$ cat config.mk
export PLATFORM = sky130hd
export DESIGN_NAME = i2c_scl_phase_gen_flat
export DESIGN_NICKNAME = d
export VERILOG_FILES = /design/src/rtl/i2c_scl_phase_gen_if.sv /design/src/rtl/i2c_scl_phase_gen.sv /design/src/flat_wrapper.sv
export SDC_FILE = /design/constraint.sdc
export NUM_CORES = 1
export LEC_CHECK = 0
export CORE_MARGIN = 4
export CORE_UTILIZATION = 59
export CTS_BUF_LIST = sky130_fd_sc_hd__clkbuf_8
export CTS_CLUSTER_DIAMETER = 200
export DETAILED_ROUTE_END_ITERATION = 16
export PLACE_DENSITY = 0.85
export SLEW_MARGIN = 20
export SYNTH_ARGS = -nofsm -noshare
export SYNTH_HDL_FRONTEND = slang
export SYNTH_SLANG_ARGS = --single-unit
$ cat constraint.sdc
create_clock -name clk -period 7.82 [get_ports clk]
set_input_delay 0.782 -clock clk [delete_from_list [all_inputs] [get_ports clk]]
set_output_delay 0.782 -clock clk [all_outputs]
set_load 0.02 [all_outputs]
$ cat src/rtl/i2c_scl_phase_gen_if.sv
//------------------------------------------------------------------------------
// Module  : i2c_scl_phase_gen_if
// Brief   : Control and phase-decode bundle between the I2C bit sequencer and
//           the SCL quarter-phase generator.
// Revision: 1.0  initial release
//------------------------------------------------------------------------------
`default_nettype none

interface i2c_scl_phase_gen_if;
   logic       ena;
   logic       scl_in;
   logic       tmo_clr;
   logic       scl_clk;
   logic       data_clk;
   logic       switch_range;
   logic [1:0] phase;
   logic       data_rise;
   logic       data_fall;
   logic       stretching;
   logic       timeout;

   // Sequencer side: issues enable/clear and forwards the bus SCL level
   modport master (
      output ena, scl_in, tmo_clr,
      input  scl_clk, data_clk, switch_range, phase,
             data_rise, data_fall, stretching, timeout
   );

   // Generator side
   modport slave (
      input  ena, scl_in, tmo_clr,
      output scl_clk, data_clk, switch_range, phase,
             data_rise, data_fall, stretching, timeout
   );
endinterface

`default_nettype wire

$ cat src/rtl/i2c_scl_phase_gen.sv
//------------------------------------------------------------------------------
// Module  : i2c_scl_phase_gen
// Brief   : I2C master bit-clock generator: 4-quarter SCL period, quarter-phase
//           decode, data-edge strobes and slave clock stretching with timeout.
// Revision: 1.0  initial release
//------------------------------------------------------------------------------
`default_nettype none

module i2c_scl_phase_gen #(
   parameter int DIVIDER    = 5000,
   parameter int CBITS      = 15,
   parameter int SAMPLE_OFS = 2,
   parameter int TIMEOUT    = 65535,
   parameter int TBITS      = 16
) (
   input  logic                 clk,
   input  logic                 rst,
   i2c_scl_phase_gen_if.slave   bus
);

   if ((DIVIDER < 2) || (CBITS < 1) || (CBITS > 30) ||
       ((4 * DIVIDER - 1) >= (1 << CBITS))) begin : g_bad_divider
      $error("i2c_scl_phase_gen: DIVIDER/CBITS out of range");
   end
   if ((SAMPLE_OFS < 0) || (SAMPLE_OFS >= DIVIDER)) begin : g_bad_sample_ofs
      $error("i2c_scl_phase_gen: SAMPLE_OFS out of range");
   end
   if ((TIMEOUT < 1) || (TBITS < 1) || (TBITS > 30) ||
       (TIMEOUT >= (1 << TBITS))) begin : g_bad_timeout
      $error("i2c_scl_phase_gen: TIMEOUT/TBITS out of range");
   end

   localparam logic [CBITS-1:0] C_Q1     = CBITS'(DIVIDER);
   localparam logic [CBITS-1:0] C_Q2     = CBITS'(2 * DIVIDER);
   localparam logic [CBITS-1:0] C_Q3     = CBITS'(3 * DIVIDER);
   localparam logic [CBITS-1:0] C_LAST   = CBITS'(4 * DIVIDER - 1);
   localparam logic [CBITS-1:0] C_SAMPLE = CBITS'(2 * DIVIDER + SAMPLE_OFS);
   localparam logic [TBITS-1:0] C_TMO    = TBITS'(TIMEOUT);

   logic [CBITS-1:0] cnt_q, cnt_d;
   logic [TBITS-1:0] str_cnt_q, str_cnt_d;
   logic             run_q, run_d;
   logic             scl_clk_q, scl_clk_d;
   logic             data_clk_q, data_clk_d;
   logic             switch_range_q, switch_range_d;
   logic [1:0]       phase_q, phase_d;
   logic             data_rise_q, data_rise_d;
   logic             data_fall_q, data_fall_d;
   logic             stretching_q, stretching_d;
   logic             timeout_q, timeout_d;
   logic             tmo_set;

   always_comb begin
      cnt_d          = '0;
      str_cnt_d      = '0;
      run_d          = 1'b0;
      stretching_d   = 1'b0;
      tmo_set        = 1'b0;
      scl_clk_d      = 1'b1;
      data_clk_d     = 1'b0;
      switch_range_d = 1'b0;
      phase_d        = 2'd0;
      data_rise_d    = 1'b0;
      data_fall_d    = 1'b0;

      if (bus.ena) begin
         run_d = 1'b1;
         // First enabled edge after idle/reset starts a fresh period at 0
         if (!run_q) begin
            cnt_d = '0;
         end else if ((cnt_q == C_SAMPLE) && !bus.scl_in) begin
            if (str_cnt_q == C_TMO) begin
               tmo_set = 1'b1;
               cnt_d   = cnt_q + CBITS'(1);
            end else begin
               cnt_d        = cnt_q;
               str_cnt_d    = str_cnt_q + TBITS'(1);
               stretching_d = 1'b1;
            end
         end else if (cnt_q == C_LAST) begin
            cnt_d = '0;
         end else begin
            cnt_d = cnt_q + CBITS'(1);
         end

         // Outputs decode the new count so they line up with it
         if (cnt_d < C_Q1) begin
            phase_d = 2'd0;
         end else if (cnt_d < C_Q2) begin
            phase_d = 2'd1;
         end else if (cnt_d < C_Q3) begin
            phase_d = 2'd2;
         end else begin
            phase_d = 2'd3;
         end
         scl_clk_d      = phase_d[1];
         data_clk_d     = phase_d[1] ^ phase_d[0];
         switch_range_d = (phase_d == 2'd2);
         data_rise_d    = (cnt_d == C_Q1);
         data_fall_d    = (cnt_d == C_Q3);
      end

      timeout_d = tmo_set | (timeout_q & ~bus.tmo_clr);
   end

   always_ff @(posedge clk) begin
      if (rst) begin
         cnt_q          <= '0;
         str_cnt_q      <= '0;
         run_q          <= 1'b0;
         scl_clk_q      <= 1'b1;
         data_clk_q     <= 1'b0;
         switch_range_q <= 1'b0;
         phase_q        <= 2'd0;
         data_rise_q    <= 1'b0;
         data_fall_q    <= 1'b0;
         stretching_q   <= 1'b0;
         timeout_q      <= 1'b0;
      end else begin
         cnt_q          <= cnt_d;
         str_cnt_q      <= str_cnt_d;
         run_q          <= run_d;
         scl_clk_q      <= scl_clk_d;
         data_clk_q     <= data_clk_d;
         switch_range_q <= switch_range_d;
         phase_q        <= phase_d;
         data_rise_q    <= data_rise_d;
         data_fall_q    <= data_fall_d;
         stretching_q   <= stretching_d;
         timeout_q      <= timeout_d;
      end
   end

   assign bus.scl_clk      = scl_clk_q;
   assign bus.data_clk     = data_clk_q;
   assign bus.switch_range = switch_range_q;
   assign bus.phase        = phase_q;
   assign bus.data_rise    = data_rise_q;
   assign bus.data_fall    = data_fall_q;
   assign bus.stretching   = stretching_q;
   assign bus.timeout      = timeout_q;

endmodule

`default_nettype wire
$ cat src/flat_wrapper.sv
// flat-port wrapper written by rule: the top's interface ports become plain ports
module i2c_scl_phase_gen_flat 
#(
   parameter int DIVIDER    = 5000,
   parameter int CBITS      = 15,
   parameter int SAMPLE_OFS = 2,
   parameter int TIMEOUT    = 65535,
   parameter int TBITS      = 16
)
  (clk, rst, bus_ena, bus_scl_in, bus_tmo_clr, bus_scl_clk, bus_data_clk, bus_switch_range, bus_phase, bus_data_rise, bus_data_fall, bus_stretching, bus_timeout);
  i2c_scl_phase_gen_if bus_i ();
  input  logic clk;
  input  logic rst;
  input wire logic [$bits(bus_i.ena)-1:0] bus_ena;
  input wire logic [$bits(bus_i.scl_in)-1:0] bus_scl_in;
  input wire logic [$bits(bus_i.tmo_clr)-1:0] bus_tmo_clr;
  output wire logic [$bits(bus_i.scl_clk)-1:0] bus_scl_clk;
  output wire logic [$bits(bus_i.data_clk)-1:0] bus_data_clk;
  output wire logic [$bits(bus_i.switch_range)-1:0] bus_switch_range;
  output wire logic [$bits(bus_i.phase)-1:0] bus_phase;
  output wire logic [$bits(bus_i.data_rise)-1:0] bus_data_rise;
  output wire logic [$bits(bus_i.data_fall)-1:0] bus_data_fall;
  output wire logic [$bits(bus_i.stretching)-1:0] bus_stretching;
  output wire logic [$bits(bus_i.timeout)-1:0] bus_timeout;
  assign bus_i.ena = bus_ena;
  assign bus_i.scl_in = bus_scl_in;
  assign bus_i.tmo_clr = bus_tmo_clr;
  assign bus_scl_clk = bus_i.scl_clk;
  assign bus_data_clk = bus_i.data_clk;
  assign bus_switch_range = bus_i.switch_range;
  assign bus_phase = bus_i.phase;
  assign bus_data_rise = bus_i.data_rise;
  assign bus_data_fall = bus_i.data_fall;
  assign bus_stretching = bus_i.stretching;
  assign bus_timeout = bus_i.timeout;
  i2c_scl_phase_gen #(.DIVIDER(DIVIDER), .CBITS(CBITS), .SAMPLE_OFS(SAMPLE_OFS), .TIMEOUT(TIMEOUT), .TBITS(TBITS)) u_core (.clk(clk), .rst(rst), .bus(bus_i));
endmodule
* Yosys cells after proc, flatten, opt, wreduce, memory -nomap -nowiden *
Index checks and enable logic that the tools add are counted.

storage, ports and cells
  register bits after elaboration = 41
  output and inout port bits = 9
  word-level logic and storage cells = 49

operators by class
  $add $sub $neg = 2
  magnitude comparators = 3
  eq/ne operators = 6
  muxes and demuxes = 15
  bitwise logic cells = 7
  reductions and logical operators = 5

operators by type and width
  cell                                                                             number
  15-bit 2-to-1 mux                                                                5
  15-bit by 14-bit equality test with 1-bit output (second input constant)         2
  15-bit by 14-bit less-than comparator with 1-bit output (second input constant)  2
  16-bit by 1-bit adder with 16-bit output (second input constant)                 1
  16-bit equality test (second input constant)                                     1
  15-bit by 1-bit adder with 15-bit output (second input constant)                 1
  15-bit by 13-bit equality test with 1-bit output (second input constant)         1
  15-bit equality test (second input constant)                                     1
  15-bit by 13-bit less-than comparator with 1-bit output (second input constant)  1
  1-bit 2-to-1 mux                                                                 7
  2-bit 2-to-1 mux                                                                 3
  5-bit OR reduction                                                               1
  1-bit NOT                                                                        4
  4-bit OR reduction                                                               1
  2-bit equality test (second input constant)                                      1
  2-bit OR reduction                                                               1
  1-bit AND                                                                        1
  1-bit logical AND                                                                1
  1-bit zero test                                                                  1
  1-bit OR                                                                         1
  1-bit XOR                                                                        1

* Longest topological paths before layout *
Gate-level depths: netlist (run 1).

  depth in word-level cells = 11
  mapped depth = 10

* Least setup slack after synthesis (run 1) *
Ideal clock, no wire load.

  kind = input to register
  from = input bus_scl_in
  to = register u_core.data_rise_q (netlist: u_core.bus.data_rise)
  library setup time = 73 ps
  data arrival time = 2,438 ps
  required time = 7,747 ps
  slack = 5,310 ps
  stages = 6
  buffers on the path = 0
  path through = or4b_1 -> or4_4 -> a31oi_4 -> nor4b_4 -> o21ai_2 -> nor3_2

on the way
  longest elaborated chain between the ends = 6

RTL lines
  element                                           RTL line                  text
  start: declaration                                flat_wrapper.sv:15        input wire logic [$bits(bus_i.scl_in)-1:0] bus_scl_in;
  1-bit zero test                                   i2c_scl_phase_gen.sv:71   end else if ((cnt_q == C_SAMPLE) && !bus.scl_in) begin
  1-bit logical AND                                 i2c_scl_phase_gen.sv:71
  15-bit 2-to-1 mux                                 i2c_scl_phase_gen.sv:71
  15-bit 2-to-1 mux                                 i2c_scl_phase_gen.sv:69   if (!run_q) begin
  15-bit 2-to-1 mux                                 i2c_scl_phase_gen.sv:66   if (bus.ena) begin
  15-bit by 13-bit equality test with 1-bit output  i2c_scl_phase_gen.sv:99   data_rise_d = (cnt_d == C_Q1);
  end signal: assignment                            i2c_scl_phase_gen.sv:127  data_rise_q <= data_rise_d;
  end: declaration                                  i2c_scl_phase_gen.sv:47   logic data_rise_q, data_rise_d;

Every way passes these cells. The select of a mux whose other input is x is not followed.
A chain may end at the register's enable or synchronous reset.

* Worst setup path in the final report (run 1) *
  from = register u_core.cnt_q[1]
  to = register u_core.data_clk_q (netlist: u_core.bus.data_clk)

on the way
  longest elaborated chain between the ends = 11
  elaborated cells on any way between the ends = 17

RTL lines
  element                                                           RTL line                                          text
  start: declaration                                                i2c_scl_phase_gen.sv:40                           logic [CBITS-1:0] cnt_q, cnt_d;
  start signal: assignment                                          i2c_scl_phase_gen.sv:120                          cnt_q <= cnt_d;
  15-bit by 1-bit adder with 15-bit output (tied with other cells)  i2c_scl_phase_gen.sv:74, i2c_scl_phase_gen.sv:83
  15-bit 2-to-1 mux (tied with other cells)                         i2c_scl_phase_gen.sv:80                           end else if (cnt_q == C_LAST) begin
  15-bit 2-to-1 mux (*)                                             i2c_scl_phase_gen.sv:71
  15-bit 2-to-1 mux (*)                                             i2c_scl_phase_gen.sv:69
  15-bit 2-to-1 mux (*)                                             i2c_scl_phase_gen.sv:66
  15-bit by 14-bit less-than comparator with 1-bit output           i2c_scl_phase_gen.sv:91                           end else if (cnt_d < C_Q3) begin
  1-bit 2-to-1 mux                                                  i2c_scl_phase_gen.sv:91
  2-bit 2-to-1 mux                                                  i2c_scl_phase_gen.sv:89                           end else if (cnt_d < C_Q2) begin
  2-bit 2-to-1 mux (*)                                              i2c_scl_phase_gen.sv:87                           if (cnt_d < C_Q1) begin
  2-bit 2-to-1 mux (*)                                              i2c_scl_phase_gen.sv:66
  1-bit XOR (*)                                                     i2c_scl_phase_gen.sv:97                           data_clk_d = phase_d[1] ^ phase_d[0];
  end signal: assignment                                            i2c_scl_phase_gen.sv:124                          data_clk_q <= data_clk_d;
  end: declaration                                                  i2c_scl_phase_gen.sv:44                           logic data_clk_q, data_clk_d;

Mark *: on every way between the ends. The rest lies on a longest branch, timed or not. The select of a mux whose other input is x is not followed.

==> impl_metrics.toml, run 1 <==
[detailed_routing]
ant_nets = 0
drt-wirelength-per-cell_um = 15.27
drt_first_pass_iters = 5
wl_um = 5054
drt_iter0_markers = 264
num_vias = 2068
via_per_inst = 6.248
drc = 0

[power]
ir_worst_vdd_mv = 0.1488
p_total_mw = 0.3887
p_per_area_nw_per_um2 = 152.8
p_leak_nw = 0.7894

[yosys]
synth_area_sq_um = 2322
synthArstFlopShare_pct = 0
ys_seq_elements = 41
seq_area_frac_synth_pct = 35.34
synthCells = 279
synth_warnings = 0
ys_types = 56
synth_top_flop_cell = "dfxtp_1"
synth_area_per_cell_sq_um = 8.323
syn-num-nets = 288
synth-edff-count = 0

[sta]
drv_slew = 0
worst_slack_ns = 4.663
min_period_ns = 3.157
finalHoldViolCount = 0
fmaxAchievable_mhz = 316.8
clock_skew_ns = 0.004478
finalCritPeriodShare_pct = 40.37
slew_headroom_pct = 40.18
setup_viol = 0
tightest_slew_ns = 0.8890
rsz0062_at_grt = "false"
finalSetupTns_ns = 0

[placement]
port_buffers = 13
dp_hpwl_um = 3608
gp_congestion = 0.9458
dp_slack_ns = 4.707

[finish]
layout_common_cells = "41 x dfxtp_1, 40 x nor2_1, 16 x nand2_1, 14 x xor2_1"
nets = 291
final_common_cell = "dfxtp_1"
area_growth_pct = 9.537
n_antenna_cell = 0
multiInputGateArea_sq_um = 1390
fillCellCount = 311
drive_gt1_share_pct = 6.007
final-seq-area_sq_um = 820.8

[die]
dieArea_sq_um = 5003
pin_count = 14
fp.dieW_um = 70.74
die_h_um = 70.74
start_util_pct = 62.03
coreArea_sq_um = 3744
num_rows = 22

[grt]
grt_util_all_layers_pct = 20.94
gr-total-overflow = 0
grt_first_pass_wirelength_um = 8459
grt_start_max_net_pins = 17
antenna_found_initial = 0
grt_pass1_vias = 1792

[run_status]
outcome = "finished clean"

[critical_path]
path_common_cell = "ha_1"
critPathKind = "register to register"
crit_family = "compound AO/OA/AOI/OAI gates"
crit_fanout = 13
cp-start-kind = "register"
cp_slowest_stage_delay_ns = 0.58
crit_path_top_delay_cell = "dfxtp_1"
cp_num_buf_inv = 0
critical_path_arrival_ns = 3.39
required_ns = 8.06
crit_path_end_kind = "register"
crit_chain = "ha_1, and4_1, a31oi_1, or2_2, o311ai_1, a21oi_1, a21o_1, ha_1, nor2_1"

[min_path]
hp-class = "register to register"

[cts]
clk_latency_ns = 0.29
postCtsHoldBufs = 0
clock_path_buffers = 2
postCtsSetupBuffers = 0
postCtsResizedCells = 0
cts.sinks = 41
cts_tree = "done"
cts.clk_slew.worst_paths_ns = 0.08
h-tree-depth = 2
numCtsBuffers = 5
cts_root_buf = "clkbuf_8"

[run]
cap_violations = 0
through the flow:
step | hold WS (ns) | cells | util (%) | cell area, sq um
2_1_floorplan | 0.4179 | 279 | - | 2322
3_3_place_gp | 0.4342 | 323 | 64.94 | 2431
3_5_place_dp | 0.4440 | 323 | 64.94 | 2431
4_1_cts | 0.4564 | 331 | 67.95 | 2544
5_1_grt | 0.4770 | 331 | 67.95 | 2544
6_report | 0.4501 | 331 | 67.95 | 2544
sequential cells by signal (all words and copies together), names as in the netlist:
name / count
u_core.bus.data_clk: 1
u_core.bus.data_fall: 1
u_core.bus.data_rise: 1
u_core.bus.phase: 2
u_core.bus.scl_clk: 1
u_core.bus.stretching: 1
u_core.bus.switch_range: 1
u_core.bus.timeout: 1
u_core.cnt_q: 15
u_core.run_q: 1
u_core.str_cnt_q: 16
cell families (layout without fill, tap and decap cells):
group	Yosys count	count (layout)	synth area share [%]
AND/OR/NAND/NOR	134	134	32.27
AO/OA/AOI/OAI	48	48	15.19
flip-flops	41	41	35.34
XOR/XNOR	26	26	9.806
buffers and inverters	25	29	4.795
adder cells (fa/ha/maj)	4	4	2.155
multiplexers	1	1	0.4311
routing by layer:
metal / wire length (um) / part of all wire, % / vias up / GRT usage, %
li1: - / - / 1008 / -
met1: 2258 / 45 / 966 / 28.76
met2: 2284 / 45 / 85 / 31.10
met3: 443 / 8.8 / 9 / 7.102
met4: 68 / 1.3 / 0 / 6.472
met5: 0 / 0 / - / 0
report_power, final:
group | switching (mW) | leakage [nW] | internal, mW
registers | 0.00156 | 0.331 | 0.209
logic | 0.00408 | 0.400 | 0.00358
clock network | 0.0746 | 0.0585 | 0.0956
total | 0.0803 | 0.789 | 0.308
synth_stat cells, drive strengths merged (4+ instances only):
library cell | count | area [sq um]
buf | 7 | 41.29
nand2 | 16 | 60.06
clkbuf | 10 | 40.04
a21oi | 12 | 60.06
ha | 4 | 50.05
nand2b | 7 | 43.79
xnor2 | 12 | 105.1
a211oi | 4 | 30.03
nand4 | 11 | 68.82
dfxtp | 41 | 820.8
and4 | 4 | 35.03
o21ai | 6 | 33.78
inv | 8 | 30.03
nor3 | 13 | 75.07
and3 | 5 | 31.28
and2 | 5 | 31.28
xor2 | 14 | 122.6
nand3 | 14 | 75.07
nor4 | 5 | 37.53
nor2 | 40 | 150.1
area by class of cell:
type	count	area share (%)
multi-input combinational	213	54.65
sequential	41	32.27
timing repair buffer	13	5.116
clock buffer	5	2.705
tap	48	2.361
clock inverter	3	1.722
inverter	8	1.181
worst paths after layout:
path / start / to / slack (ns) / cells past startpoint
setup / recovery: u_core.cnt_q[1] / u_core.bus.data_clk / 4.66 / 9
hold / removal: u_core.str_cnt_q[0] / u_core.str_cnt_q[0] / 0.45 / 1
setup reg to reg: u_core.cnt_q[1] / u_core.bus.data_clk / 4.66 / 9
hold reg to reg: u_core.str_cnt_q[0] / u_core.str_cnt_q[0] / 0.45 / 1
No activity file was read; power rests on OpenSTA's default activity.
==> run 2, diff against run 1 <==
clock period = 2.94 ns   (was 7.82 ns; I/O delays follow)
==> run 2 against run 1 <==
  * Count of clock-buffer cells in the layout unchanged
  * Final area increased by 1.6%
  * Setup slack got worse by 4.5 ns
  * Clock skew increased by 0.0024 ns
  * Critical path type unchanged
  * Power increased by 140%
  * Global-route usage increased by 0.50 points
  * Flip-flop and latch count unchanged
==> impl_metrics.toml, run 2 (synthesized netlist as in run 1, its figures left out) <==
[cts]
postCtsHoldBufs = 0
cts_tree = "done"
clock_path_buffers = 2
postCtsSetupBuffers = 0
numCtsBuffers = 5
cts.clk_slew.worst_paths_ns = 0.08
postCtsResizedCells = 0
h-tree-depth = 2
clk_latency_ns = 0.30
cts_root_buf = "clkbuf_8"
cts.sinks = 41

[detailed_routing]
wl_um = 5314
via_per_inst = 6.227
ant_nets = 0
drc = 0
drt_first_pass_iters = 5
num_vias = 2111
drt-wirelength-per-cell_um = 15.68
drt_iter0_markers = 347

[critical_path]
critPathKind = "register to register"
critical_path_arrival_ns = 3.00
required_ns = 3.17
crit_fanout = 10
cp-start-kind = "register"
crit_path_end_kind = "register"

[sta]
drv_slew = 0
clock_skew_ns = 0.006835
min_period_ns = 2.764
slew_headroom_pct = 60.82
tightest_slew_ns = 0.5801
finalSetupTns_ns = 0
worst_slack_ns = 0.1757
setup_viol = 0
finalHoldViolCount = 0
finalCritPeriodShare_pct = 94.03
fmaxAchievable_mhz = 361.7
whs_ns = 0.4580

[grt]
gr-total-overflow = 0
grt_util_all_layers_pct = 21.45
grt_first_pass_wirelength_um = 8728
grt_use_met3_pct = 5.398
grt_use_met2_pct = 31.00
busiest_layer = "met1"
grtUsageMet1_pct = 31.40
grt_start_max_net_pins = 17
grt_pass1_vias = 1843
antenna_found_initial = 0

[power]
p_leak_nw = 0.8177
ir_worst_vdd_mv = 0.3689
p_per_area_nw_per_um2 = 367.4

[finish]
nets = 299
n_antenna_cell = 0
final_cells = 339
top_register = "u_core.str_cnt_q"
drive_gt1_share_pct = 9.278
area_growth_pct = 11.31
final_cell_area_sq_um = 2585
largest_register_ffs = 16
layout_common_cells = "40 x nor2_1, 40 x dfxtp_1, 16 x nand2_1, 14 x xor2_1"

[placement]
port_buffers = 13
dp_hpwl_um = 3823
dpl.cell_count = 331
gp_congestion = 0.9528
dp_slack_ns = 0.05533
placed_cell_area_sq_um = 2491

[run_status]
outcome = "finished clean"

[die]
pin_count = 14
num_rows = 22
die_h_um = 70.74
start_util_pct = 62.03
dieArea_sq_um = 5003
fp.dieW_um = 70.74
coreArea_sq_um = 3744

[min_path]
hp-class = "register to register"

[run]
cap_violations = 0
[run 2: area by class of cell]
| cell class | count | area [sq um] |
|---|---|---|
| tap | 48 | 60.06 |
| clock buffer | 5 | 68.82 |
| timing repair buffer | 21 | 190.2 |
| fill | 304 | 1159 |
| inverter | 8 | 30.03 |
| multi-input combinational | 213 | 1396 |
| sequential | 41 | 822.0 |
| clock inverter | 3 | 17.52 |
[run 2: final timing paths]
kind                                     startpoint             endpoint  slack (ns)  depth (start not counted)
worst max-delay path                u_core.cnt_q[1]  u_core.bus.data_clk        0.18                          9
worst min-delay path            u_core.str_cnt_q[0]  u_core.str_cnt_q[0]        0.46                          1
worst max register to register      u_core.cnt_q[1]  u_core.bus.data_clk        0.18                          9
worst min register to register  u_core.str_cnt_q[0]  u_core.str_cnt_q[0]        0.46                          1
[run 2: worst max-delay path, stage by stage, from the launching register on]
cell	delay, ns
dfxtp_2	0.45
ha_1	0.35
nand4_1	0.34
nor4_2	0.30
xor2_1	0.27
o2111ai_1	0.20
a21o_1	0.22
a21o_1	0.18
ha_1	0.29
nor2_1	0.10
[run 2: layer usage]
layer | up-vias | part of all wire, %
li1 | 1021 | -
met1 | 971 | 47
met4 | 0 | 2.2
met2 | 102 | 43
met3 | 17 | 8.2
met5 | - | 0
[run 2: power breakdown]
group | leakage, nW | switching [mW] | internal (mW) | total (mW)
logic | 0.443 | 0.0115 | 0.0104 | 0.0219
registers | 0.331 | 0.00315 | 0.557 | 0.560
clock network | 0.0439 | 0.204 | 0.164 | 0.368
[run 2: through the flow]
step / utilization [%] / power, mW
CTS: 68.85 / 0.9514
finish: 69.05 / 0.9496
detailed placement: 66.54 / 0.5944
floorplan: - / 0.5832
global route: 69.05 / 0.9793
global placement: 66.54 / 0.5949
==> run 3, diff against run 2 <==
ABC_AREA = 1   (was unset)
==> run 3 against run 2 <==
  * Combinational power rose by 9%
  * Setup slack improved by 0.42 ns
  * Synthesized cell count rose by 20%
  * Critical path depth rose by 6
  * Sequential share of layout area rose by 0.67 points
  * Final area fell by 2.2%
  * Power rose by 11%
  * Hold slack got worse by 0.0084 ns
==> impl_metrics.toml, run 3 <==
[detailed_routing]
via_per_inst = 5.323
drc = 0
wl_um = 4959
num_vias = 2140
drt_iter0_markers = 224
ant_nets = 0
drt_first_pass_iters = 5
drt-wirelength-per-cell_um = 12.34

[sta]
clock_skew_ns = 0.01100
finalSetupTns_ns = 0
slew_headroom_pct = 64.44
finalCritPeriodShare_pct = 79.87
tightest_slew_ns = 0.5320
whs_ns = 0.4496
min_period_ns = 2.348
fmaxAchievable_mhz = 425.9
setup_viol = 0
drv_slew = 0
rsz0062_at_grt = "false"
finalHoldViolCount = 0

[critical_path]
crit_fanout = 7
crit_path_top_delay_cell = "dfxtp_1"
path_common_cell = "nor2_1"
crit_path_end_kind = "register"
critical_path_arrival_ns = 2.58
required_ns = 3.17
critPathKind = "register to register"
cp-start-kind = "register"
cp_slowest_stage_delay_ns = 0.36
crit_chain = "ha_1, nand2_2, nor2_4, nand3_1, nor2_1, nor2_1, inv_2, nor2_1, a21oi_1, nor2_1, nor2_1, nand2_2, nand2_2, ha_1, nor2_1"

[placement]
dp_hpwl_um = 3762
gp_congestion = 0.9732
placed_cell_area_sq_um = 2407
port_buffers = 13

[yosys]
synth_warnings = 0
ys_types = 27
ys_seq_elements = 41
synth_area_per_cell_sq_um = 6.628
yosys-top-cells-area = "dfxtp_1 37%, nand2_1 12%, nor2_1 11%, nand3_1 7.0%, inv_1 6.6%"
synth_top_area_share_pct = 36.85
syn-num-nets = 345
synth_area_sq_um = 2227
synth-edff-count = 0
synthArstFlopShare_pct = 0
synthCells = 336
synth_commonest_cells = "72 x nand2_1, 63 x nor2_1, 41 x dfxtp_1"
synth_top_flop_cell = "dfxtp_1"
yosysMostFrequentCell = "nand2_1"
post-synth-top-area-cell = "dfxtp_1"
seq_area_frac_synth_pct = 36.85

[finish]
fillCellCount = 336
fin_util_pct = 69.04
final_cell_area_sq_um = 2527
nets = 362
multiInputGateArea_sq_um = 1227
final_common_cell = "nand2_1"
drive_gt1_share_pct = 11.30
layout_common_cells = "72 x nand2_1, 63 x nor2_1, 41 x dfxtp_1, 39 x inv_1, 31 x nand3_1"
top_register = "u_core.str_cnt_q"
largest_register_ffs = 16
final-seq-area_sq_um = 820.8
n_antenna_cell = 0
area_growth_pct = 13.48

[cts]
cts.sinks = 41
postCtsResizedCells = 0
numCtsBuffers = 5
clk_latency_ns = 0.30
clock_path_buffers = 2
cts_root_buf = "clkbuf_8"
cts.clk_slew.worst_paths_ns = 0.09
h-tree-depth = 2
postCtsSetupBuffers = 0
postCtsHoldBufs = 0
cts_tree = "done"

[die]
dieArea_sq_um = 4822
start_util_pct = 60.83
num_rows = 22
die_h_um = 69.44
pin_count = 14
coreArea_sq_um = 3661
fp.dieW_um = 69.44

[grt]
gr-total-overflow = 0
grt_first_pass_wirelength_um = 8542
grt_pass1_vias = 1977
grt_util_all_layers_pct = 21.46
antenna_found_initial = 0
grt_start_max_net_pins = 20

[power]
ir_worst_vdd_mv = 0.4188
p_leak_nw = 0.9389
p_per_area_nw_per_um2 = 417.5

[min_path]
hp-class = "register to register"

[run_status]
outcome = "finished clean"

[run]
cap_violations = 0
[run 3: report_power, final]
group	leakage (nW)	switching, mW	total [mW]	internal [mW]
sequential	0.331	0.00264	0.559	0.557
combinational	0.551	0.0144	0.0238	0.00942
clock	0.0574	0.196	0.472	0.276
[run 3: worst paths after layout]
check / startpoint / end / slack, ns / cells after the start
min: u_core.str_cnt_q[0] / u_core.str_cnt_q[0] / 0.45 / 1
max: u_core.cnt_q[1] / u_core.bus.data_clk / 0.59 / 15
max reg2reg: u_core.cnt_q[1] / u_core.bus.data_clk / 0.59 / 15
min reg2reg: u_core.str_cnt_q[0] / u_core.str_cnt_q[0] / 0.45 / 1
[run 3: final cells by class]
class / count / area share (%)
clock buffer: 6 / 3.267
clock inverter: 2 / 1.485
inverter: 43 / 6.386
multi-input combinational: 248 / 48.56
sequential: 41 / 32.48
tap: 48 / 2.376
timing repair buffer: 14 / 5.446
[run 3: cell families (layout without fill, tap and decap cells)]
kind of cell	count (synthesis)	in the layout	synth area share [%]
simple gates	222	222	46.74
xor+xnor	6	6	2.360
compound gates	16	16	3.764
flops	41	41	36.85
fa+ha+maj	4	4	2.247
buf+inv	47	65	8.033
[run 3: stage by stage]
stage	cells	power [mW]	worst slack [ns]
floorplan	336	0.5847	0.9470
global placement	394	0.5956	0.7584
detailed placement	394	0.5957	0.7179
CTS	402	1.060	0.6116
global route	402	1.087	0.3649
finish	402	1.055	0.5918
[run 3: routing by layer]
| metal | up-vias | wire length (um) | global-route usage [%] |
|---|---|---|---|
| met5 | - | 0 | 0 |
| met4 | 0 | 82 | 6.941 |
| met3 | 12 | 362 | 5.217 |
| met2 | 76 | 2221 | 33.26 |
| met1 | 952 | 2293 | 29.31 |
| li1 | 1100 | - | - |
[run 3: critical path, delay by kind of cell, from the launching register on]
family	cells	cell delay (ns)
AOI/OAI and AO/OA	1	0.11
adders and majority gates	2	0.51
buffers and inverters	1	0.06
DFF	1	0.36
and+or+nand+nor	11	1.24
==> RTL change 1: new RTL, config.mk and constraints of run 2 <==
`TBITS` is set to 16 in 2 places; all go to 17.
--- a/src/rtl/i2c_scl_phase_gen.sv
+++ b/src/rtl/i2c_scl_phase_gen.sv
@@ -13,3 +13,3 @@
    parameter int TIMEOUT    = 65535,
-   parameter int TBITS      = 16
+   parameter int TBITS      = 17
 ) (
--- a/src/flat_wrapper.sv
+++ b/src/flat_wrapper.sv
@@ -7,3 +7,3 @@
    parameter int TIMEOUT    = 65535,
-   parameter int TBITS      = 16
+   parameter int TBITS      = 17
 )
Check against the original RTL: same outputs for any inputs over 10 cycles, from zero or initial values and one cycle with rst high; that may be too few to reach the edited logic, so the function may still have changed.
==> RTL change 1 against run 2 <==
Highest routed layer unchanged; area after synthesis down 9.2%; critical path type unchanged; power grew 2.6%; non-clock buffer count down 3; setup slack improved by 0.099 ns; design area down 7.3%; largest cell class unchanged; wire length fell by 22%; sequential cell count increased by 1; worst hold slack better by 0.041 ns.
==> RTL change 1: results (changes against run 2) <==
| Metric | Value |
|---|---|
| Status | finished, final reports clean (unchanged) |
| Internal power | 0.768 mW (was 0.731 mW) |
| Hold path cells | 2 (was 1) |
| Comb power | 0.0198 mW (was 0.0219 mW) |
| First-pass GRT wire length | 7310 µm (was 8730 µm) |
| Worst rel slew slack | 68.2% (was 60.8%) |
| Synth Area in Compound Gates | 9.97% (was 15.2%) |
| Vias per cell | 5.83 (was 6.23) |
| Signal buffers | 18 (was 21) |
| Met1 usage | 26.7% (was 31.4%) |
| Gr usage total | 20.9% (was 21.4%) |
| Synth top cells by count | nor2_1, dfxtp_1, nand3_1, xor2_1, xnor2_1 (was dfxtp_1, nor2_1, nand2_1, xor2_1, nand3_1) |
| Reg2reg setup slack | 0.27 ns (was 0.18 ns) |
| Routing usage on met3 | 4.83% (was 5.40%) |
| Switching Share | 21.1% (was 23.0%) |
| Slowest cell on crit path | or4_4 (was dfxtp_2) |
| Met2 WL | 1970 µm (was 2270 µm) |
| Worst Path Max Fanout | 8 (was 10) |
| Comb_multi_in | 186 (was 213) |
| Reg area | 841 µm² (was 822 µm²) |
| Starting DRT DRC Count | 212 (was 347) |
| Post-DP Area | 2290 µm² (was 2490 µm²) |
| Hold_ws | 0.499 ns (was 0.458 ns) |
| LEAKAGE | 0.814 nW (was 0.818 nW) |
| Clk cell area share | 3.97% (was 3.34%) |
| Syn-to-layout area delta | 13.6% (was 11.3%) |
| Post-synthesis mux area share | 2.08% (was 0.431%) |
| Final cell count without fillers | 308 (was 339) |
| Mapped Avg Cell Area | 8.57 µm² (was 8.32 µm²) |
| Fillers | 244 (was 304) |
| Final setup skew | 0.00798 ns (was 0.00683 ns) |
| Data buffer area share | 7.00% (was 7.36%) |
| Clk sinks | 42 (was 41) |
| Largest register FFs | 17 (was 16) |
| Met3 Wirelength | 271 µm (was 437 µm) |
| Post-synthesis sequential area ratio | 39.9% (was 35.3%) |
| Maximum vdd drop | 384 µV (was 369 µV) |
==> RTL change 1: cell types whose count changed after synthesis, moves of 4 or more <==
cell,before,now
nor3_1,11,5
buf_2,6,2
nand4_1,11,7
a21oi_1,12,5
nand3_1,13,22
nand2_1,16,7
nor4_1,4,0
==> RTL change 1: kinds of logic (layout without fill, tap and decap cells) <==
group	after synthesis	after routing
adder cells (fa/ha/maj)	5	5
multiplexers	4	4
AO/OA/AOI/OAI	30	30
AND/OR/NAND/NOR	119	119
flip-flops	42	42
XOR/XNOR	28	28
buffers and inverters	18	34
==> RTL change 1: final timing paths <==
path | startpoint | endpoint
max | u_core.cnt_q[1] | u_core.bus.data_clk
min | u_core.bus.timeout | u_core.bus.timeout
max reg2reg | u_core.cnt_q[1] | u_core.bus.data_clk
min reg2reg | u_core.bus.timeout | u_core.bus.timeout
==> RTL change 2: new RTL, flow settings as in run 2 <==
Made on the original files. Reset style: asynchronous (`rst`), changed in one clocked block.
--- a/src/rtl/i2c_scl_phase_gen.sv
+++ b/src/rtl/i2c_scl_phase_gen.sv
@@ -105,3 +105,3 @@
 
-   always_ff @(posedge clk) begin
+   always_ff @(posedge clk or posedge rst) begin
       if (rst) begin
Check against the original RTL: differs if rst is asserted again (counterexample within 4 cycles, from zero or initial values and one cycle with rst high); with rst held inactive, the same outputs for 10 cycles.
==> RTL change 2 against run 2 <==
Sequential cell count did not move; via count fell by 4.1%; area after synthesis grew 5.7%; design area increased by 4.2%; largest cell class unchanged; power up 1.6%; clock power is 4% lower; setup slack improved by 0.098 ns; final cell count down 3.8%; largest power group unchanged; global-route usage is 0.99 points higher; wire length fell by 0.90%; sequential power rose by 2%.
==> RTL change 2: results (changes against run 2) <==
| Metric | Value |
|---|---|
| Status | finished, final reports clean (unchanged) |
| LEAKAGE | 1.08 nW (was 0.818 nW) |
| Final GP Congestion | 0.917 (was 0.953) |
| Met1 wire length | 2280 µm (was 2480 µm) |
| PD cells | 358 nW/µm² (was 367 nW/µm²) |
| Layout cell share with drive strength beyond 1 | 9.78% (was 9.28%) |
| First-pass GRT wire length | 9300 µm (was 8730 µm) |
| Tap cells | 50 (was 48) |
| Comb_multi_in | 199 (was 213) |
| Reg2reg setup slack | 0.27 ns (was 0.18 ns) |
| Post-synth net total | 272 (was 288) |
| Synth top cells by count | dfrtp_1, nor2_1, nand2_1, xor2_1, nand3_1 (was dfxtp_1, nor2_1, nand2_1, xor2_1, nand3_1) |
| Seq/total area | 38.2% (was 31.8%) |
| Reg2reg end | u_core.bus.data_clk (unchanged) |
| Final cell count without fillers | 326 (was 339) |
| Worst stage delay on the critical path | 0.56 ns (was 0.45 ns) |
| Dpl hpwl | 3680 µm (was 3820 µm) |
| Post-synth ARST share | 100% (was 0%) |
| Post-synthesis mux area share | 0.459% (was 0.431%) |
| Adder-Cell Fraction of Synth Area | 2.04% (was 2.16%) |
| Synth Area in Compound Gates | 12.8% (was 15.2%) |
| Data buffer area share | 6.78% (was 7.36%) |
| Clk cell area share | 3.16% (was 3.34%) |
| Met2 WL | 2530 µm (was 2270 µm) |
| Slowest cell on crit path | dfrtp_1 (was dfxtp_2) |
| Post-DP Area | 2610 µm² (was 2490 µm²) |
| Gr usage total | 22.4% (was 21.4%) |
| Largest net degree at the start of global routing | 42 (was 17) |
| Area of the multi-input gates | 1310 µm² (was 1400 µm²) |
| Signal buffers | 20 (was 21) |
| Worst min path class | input pin to asynchronous set/reset pin (was register to register) |
| XOR/XNOR share of the synthesized area | 9.23% (was 9.81%) |
| DRT Pass-1 Iters | 4 (was 5) |
| Starting DRT DRC Count | 233 (was 347) |
| Worst R2R Start | u_core.cnt_q[5] (was u_core.cnt_q[1]) |
[RTL change 2: tightest hold or removal path: cells and delay by family]
kind / cells / cell delay (ns)
buffers and inverters: 3 / 0.87
[RTL change 2: worst min path at each step]
stage	endpoint	start	slack [ns]	cells after the start
floorplan	u_core.run_q	bus_ena	0.33	0
global placement	u_core.str_cnt_q[0]	u_core.str_cnt_q[0]	0.45	1
detailed placement	u_core.str_cnt_q[0]	u_core.str_cnt_q[0]	0.45	1
CTS	u_core.cnt_q[12]	rst	0.43	3
global route	u_core.bus.data_clk	rst	0.48	3
finish	u_core.cnt_q[10]	rst	0.41	3
[RTL change 2: routing by layer]
metal | GRT usage [%] | up-vias
met3 | 4.99 | 16
met1 | 29.2 | 963
li1 | - | 973
met2 | 36.0 | 73
met4 | 9.84 | 0
met5 | 0 | -
[RTL change 2: report_power, final]
group          internal (mW)  switching [mW]
Combinational         0.0135          0.0275
Sequential             0.567         0.00220
Clock                  0.163           0.193
